### src/rtl/fetch_unit_pkg.sv
// Shared processor definitions: word width, opcode map and fetch FSM encoding.
package fetch_unit_pkg;

  localparam int WORD_W = 8;

  localparam logic [3:0] OPC_LOAD  = 4'b0000;
  localparam logic [3:0] OPC_STORE = 4'b0001;
  localparam logic [3:0] OPC_LDI   = 4'b0010;
  localparam logic [3:0] OPC_MOV   = 4'b0011;
  localparam logic [3:0] OPC_HLT   = 4'b1111;

  typedef enum logic [1:0] {
    ST_FETCH = 2'b00,
    ST_HOLD  = 2'b01,
    ST_HALT  = 2'b10
  } fetch_state_e;

  // True when the upper nibble of an instruction byte matches the given opcode.
  function automatic logic is_opcode(input logic [WORD_W-1:0] instr, input logic [3:0] opc);
    return (instr[WORD_W-1:WORD_W-4] == opc);
  endfunction

endpackage

### src/rtl/fetch_timeout_ctr.sv
// Memory wait counter: counts FETCH cycles without ack, flags the last allowed cycle.
module fetch_timeout_ctr #(
  parameter int TIMEOUT = 16
) (
  input  logic clk,
  input  logic rst,
  input  logic clr,
  input  logic en,
  output logic expired
);

  localparam int CW = (TIMEOUT < 2) ? 1 : $clog2(TIMEOUT);

  logic [CW-1:0] count;

  // Clear has priority over counting so a new fetch always starts from zero.
  always_ff @(posedge clk) begin
    if (rst) begin
      count <= {CW{1'b0}};
    end else if (clr) begin
      count <= {CW{1'b0}};
    end else if (en) begin
      count <= count + {{(CW-1){1'b0}}, 1'b1};
    end
  end

  // The current cycle is the final one in which an ack is still accepted.
  assign expired = (count == CW'(TIMEOUT - 1));

endmodule

### src/rtl/fetch_unit.sv
// Instruction fetch stage: PC, instruction register, imem handshake, halt/timeout handling.
module fetch_unit
  import fetch_unit_pkg::*;
#(
  parameter logic [7:0] RESET_PC = 8'h00,
  parameter int         TIMEOUT  = 16,
  parameter logic [3:0] HLT_OPC  = OPC_HLT
) (
  input  logic        clk,
  input  logic        rst,
  output logic        imem_req,
  output logic [7:0]  imem_addr,
  input  logic [7:0]  imem_rdata,
  input  logic        imem_ack,
  output logic [7:0]  instruction,
  output logic        instr_valid,
  input  logic        pc_clk,
  input  logic        br_taken,
  input  logic [7:0]  br_target,
  output logic [7:0]  pc,
  output logic        halted,
  output logic        fetch_err,
  output logic [15:0] icount
);

  fetch_state_e state;
  logic         in_fetch;
  logic         tmo_expired;

  assign in_fetch  = (state == ST_FETCH);
  assign imem_req  = in_fetch;
  assign imem_addr = pc;

  // Counter runs only while waiting in FETCH; any ack or leaving FETCH resets it.
  fetch_timeout_ctr #(
    .TIMEOUT (TIMEOUT)
  ) u_tmo (
    .clk     (clk),
    .rst     (rst),
    .clr     (!in_fetch || imem_ack),
    .en      (in_fetch && !imem_ack && !tmo_expired),
    .expired (tmo_expired)
  );

  // Fetch FSM together with the PC, instruction register and status registers.
  always_ff @(posedge clk) begin
    if (rst) begin
      state       <= ST_FETCH;
      pc          <= RESET_PC;
      instruction <= 8'h00;
      instr_valid <= 1'b0;
      halted      <= 1'b0;
      fetch_err   <= 1'b0;
      icount      <= 16'h0000;
    end else begin
      case (state)
        ST_FETCH: begin
          if (imem_ack) begin
            instruction <= imem_rdata;
            if (is_opcode(imem_rdata, HLT_OPC)) begin
              state  <= ST_HALT;
              halted <= 1'b1;
            end else begin
              state       <= ST_HOLD;
              instr_valid <= 1'b1;
            end
          end else if (tmo_expired) begin
            state     <= ST_HALT;
            halted    <= 1'b1;
            fetch_err <= 1'b1;
          end
        end
        ST_HOLD: begin
          // Branch inputs only matter when the control unit retires the instruction.
          if (pc_clk) begin
            pc          <= br_taken ? br_target : (pc + 8'd1);
            instr_valid <= 1'b0;
            if (icount != 16'hFFFF) begin
              icount <= icount + 16'd1;
            end
            state <= ST_FETCH;
          end
        end
        ST_HALT: begin
          state <= ST_HALT;
        end
        default: begin
          // Unreachable encoding: park safely and report as halted.
          state  <= ST_HALT;
          halted <= 1'b1;
        end
      endcase
    end
  end

endmodule

### config.mk
export PLATFORM = sky130hd
export DESIGN_NAME = fetch_unit
export DESIGN_NICKNAME = d
export VERILOG_FILES = /design/src/rtl/fetch_unit_pkg.sv /design/src/rtl/fetch_timeout_ctr.sv /design/src/rtl/fetch_unit.sv
export SDC_FILE = /design/constraint.sdc
export NUM_CORES = 1
export LEC_CHECK = 0
export ABC_CLOCK_PERIOD_IN_PS = 2190
export CORE_UTILIZATION = 47
export CTS_CLUSTER_DIAMETER = 150
export DETAILED_ROUTE_END_ITERATION = 12
export PLACE_DENSITY_LB_ADDON = 0.12
export SKIP_LAST_GASP = 1
export SLEW_MARGIN = 15
export SYNTH_ARGS = -nofsm -noshare
export SYNTH_HDL_FRONTEND = slang
export SYNTH_SLANG_ARGS = --single-unit
### constraint.sdc
create_clock -name clk -period 2.19 [get_ports clk]
set_input_delay 0.5475 -clock clk [delete_from_list [all_inputs] [get_ports clk]]
set_output_delay 0.5475 -clock clk [all_outputs]
set_load 0.05 [all_outputs]
==> impl_metrics.toml <==
[route]
routed_wl_um = 4790
drt_iter0_markers = 143
routed_via_density = 5.52
wl_per_cell_um = 12.9
drc = 0
ant_nets = 0
first_pass_iters = 4
num_vias = 2047

[synth]
yosysTopAreaCellShare_pct = 38.6
syn_inst = 257
yosysSeqAreaShare_pct = 38.6
synth.most_common_cell = "dfxtp_1"
avgSynthCellArea_um2 = 8.27
synthesis.area_um2 = 2120
synth_fp_nets = 283
yosys-top-cells-area = "dfxtp_1 (39%), a21oi_1 (6.1%), nand2_1 (5.1%)"
yosysTopAreaCell = "dfxtp_1"
synth.ff_latch_count = 41
synth_flop_cell = "dfxtp_1"
synthDistinctLibCells = 42
synth_edf_count = 0
synthTopCellsByCount = "dfxtp_1 (41), nand2_1 (29), a21oi_1 (26)"
ys_async_sr_fraction_pct = 0
ys_warn_count = 0

[power]
power.internal_mw = 1.30
finalPower_mw = 1.82
power_frac_comb_pct = 21.0
switchingPower_mw = 0.518
p_seq_share_pct = 44.1
switching_share_pct = 28.5
vdd_drop_max_mv = 0.388
leakagePower_nw = 1.12
power.clock.fraction_pct = 34.9
power_density_nw_per_um2 = 622

[status]
status = "complete, no violations"

[die]
die_h_um = 69.2
die-width_um = 69.2
start_util_pct = 48.8
rows = 24
dieArea_um2 = 4790
io_pins = 65
coreArea_um2 = 4350

[placement]
post-place-ws_ns = -0.113
hpwl_um = 3420
place_area_um2 = 2790
gp_congestion = 0.812
io_buffers = 64

[clock_tree]
cts_buffers = 5
clock_sinks = 41
clockBufferDepth = 2
h-tree-depth = 2
clk_latency_ns = 0.30
root_buffer = "clkbuf_8"
cts_tree = "yes"
clkSlewWorstSetupHoldPaths_ns = 0.08
post-cts-setup-buffer-count = 0
postCtsHoldBufs = 0

[setup_path]
cp.arrival_ns = 1.59
path_class = "flop to primary output"
reg2reg_from = "state[1]$_SDFFE_PP0P_"
cp-start-kind = "flop"
cp_top_family = "buffers and inverters"
cp_data_required_time_ns = 1.64
critPathMaxStageDelay_ns = 0.86
cp-startpoint = "imem_addr[3]$_SDFFE_PP0P_"
crit_buf_inv = 1
r2r_cells = 6
r2r_slack_ns = 0.34
critical_path.slowest_cell = "clkdlybuf4s50_1"
timing.critical_path.cells = "clkdlybuf4s50_1"
reg2reg_to = "icount[10]$_SDFFE_PP0P_"
crit_path_max_fanout = 7
endpoint_kind = "primary output"

[timing]
finalHoldViolCount = 0
tightest_slew_ns = 0.526
fin_ws_ns = 0.0479
slew_headroom_pct = 64.8
layout_min_cycle_time_ns = 2.14
max_freq_mhz = 467
period_share_pct = 97.8
final-setup-viol-count = 0
finClkSkew_ns = 0.00899
finalSetupTns_ns = 0
finalMaxSlewViolations = 0

[layout]
finish.utilization_pct = 67.1
drive_above_1_share_pct = 9.40
regArea_um2 = 821
final_area_um2 = 2920
nFillCells = 374
area_delta_synth_final_pct = 37.5
num-nets-final = 344
diodes = 0
multiInputGateArea_um2 = 1150

[global_route]
grt_pass1_vias = 1867
grt_pass1_wl_um = 8270
grt_overflow = 0
grt_max_degree = 46
grtUsageTotal_pct = 20.8
antenna_found_initial = 0

[min_path]
min_from = "instruction[0]$_SDFFE_PP0P_"
min_to = "instruction[0]$_SDFFE_PP0P_"
holdPathStages = 2
hold_class = "flop to flop"

[job]
maxCapViolCount = 0
==> metrics by stage <==
| step | hold WS (ns) | std cells |
|---|---|---|
| 2_1_floorplan | 0.483 | 257 |
| 3_3_place_gp | 0.445 | 363 |
| 3_5_place_dp | 0.448 | 363 |
| 4_1_cts | 0.460 | 371 |
| 5_1_grt | 0.472 | 371 |
| 6_report | 0.456 | 371 |
==> power groups by stage <==
stage / sequential [mW] / combinational, mW / clock [mW]
after global placement: 0.819 / 0.378 / 0
after floorplan: 0.902 / 0.168 / 0
after detailed placement: 0.819 / 0.383 / 0
final: 0.802 / 0.381 / 0.635
after CTS: 0.802 / 0.384 / 0.647
after global routing: 0.807 / 0.409 / 0.667
==> layout by cell type, fill, tap and decap left out, types with 7 or more instances in the layout <==
cell type        netlist  layout
clkdlybuf4s50_1        0      55
dfxtp_1               41      41
nand2_1               29      29
a21oi_1               26      26
nor2_1                17      17
buf_4                  8      13
nand3_1               11      11
nor2b_1                9       9
o31ai_1                9       9
o21ai_0                8       8
inv_1                  7       7
nand4_1                7       7
nor4_1                 7       7
==> sequential cells by signal (all words and copies together), names as in the netlist <==
signal and cells:
fetch_err 1, halted 1, icount 16, imem_addr 8, instr_valid 1, instruction 8
state 2, u_tmo.count 4
==> final cells by class <==
class | count | area share, %
clock inverters | 1 | 1.03
repair buffers | 75 | 25.3
inverters | 7 | 0.900
multi-input cells | 188 | 39.5
clock buffers | 7 | 2.96
flip-flops and latches | 41 | 28.1
well taps | 52 | 2.23
==> tightest hold or removal path: cells and delay by family (launching register included) <==
kind,cells,cell delay (ns)
and+or+nand+nor,1,0.05
DFF,1,0.31
AOI/OAI and AO/OA,1,0.05
==> how the worst max path moves through the flow <==
stage                                    endpoint  slack, ns  depth (start not counted)
final                                       pc[3]       0.05                          1
after global routing                        pc[3]     -0.002                          1
after CTS                               icount[7]      0.006                          1
after detailed placement  icount[15]$_SDFFE_PP0P_      -0.11                          5
after global placement    icount[15]$_SDFFE_PP0P_      -0.06                          5
after floorplan           icount[10]$_SDFFE_PP0P_       0.23                          4
==> metal layers <==
metal / wire [µm] / up-vias / global-route usage (%)
met4: 73 / 0 / 7.71
met3: 209 / 7 / 4.80
met2: 2220 / 49 / 33.9
met1: 2290 / 953 / 26.7
li1: - / 1038 / -
met5: 0 / - / 0
==> repair_timing <==
item	4_1_cts	5_1_grt
resized for setup	1	5
endpoints found under the hold margin	0	0
gates cloned	0	0
setup endpoints to repair	1	5
==> kinds of logic (layout without fill, tap and decap cells) <==
| group | count (synthesis) | count (layout) | synth area share, % |
|---|---|---|---|
| multiplexers | 9 | 9 | 4.59 |
| adder cells (fa/ha/maj) | 5 | 5 | 2.94 |
| AND/OR/NAND/NOR | 112 | 112 | 28.9 |
| AO/OA/AOI/OAI | 60 | 60 | 17.0 |
| XOR/XNOR | 2 | 2 | 0.825 |
| flip-flops | 41 | 41 | 38.6 |
| buffers and inverters | 28 | 90 | 7.13 |
Note: power is estimated with default switching activity, not from simulation.
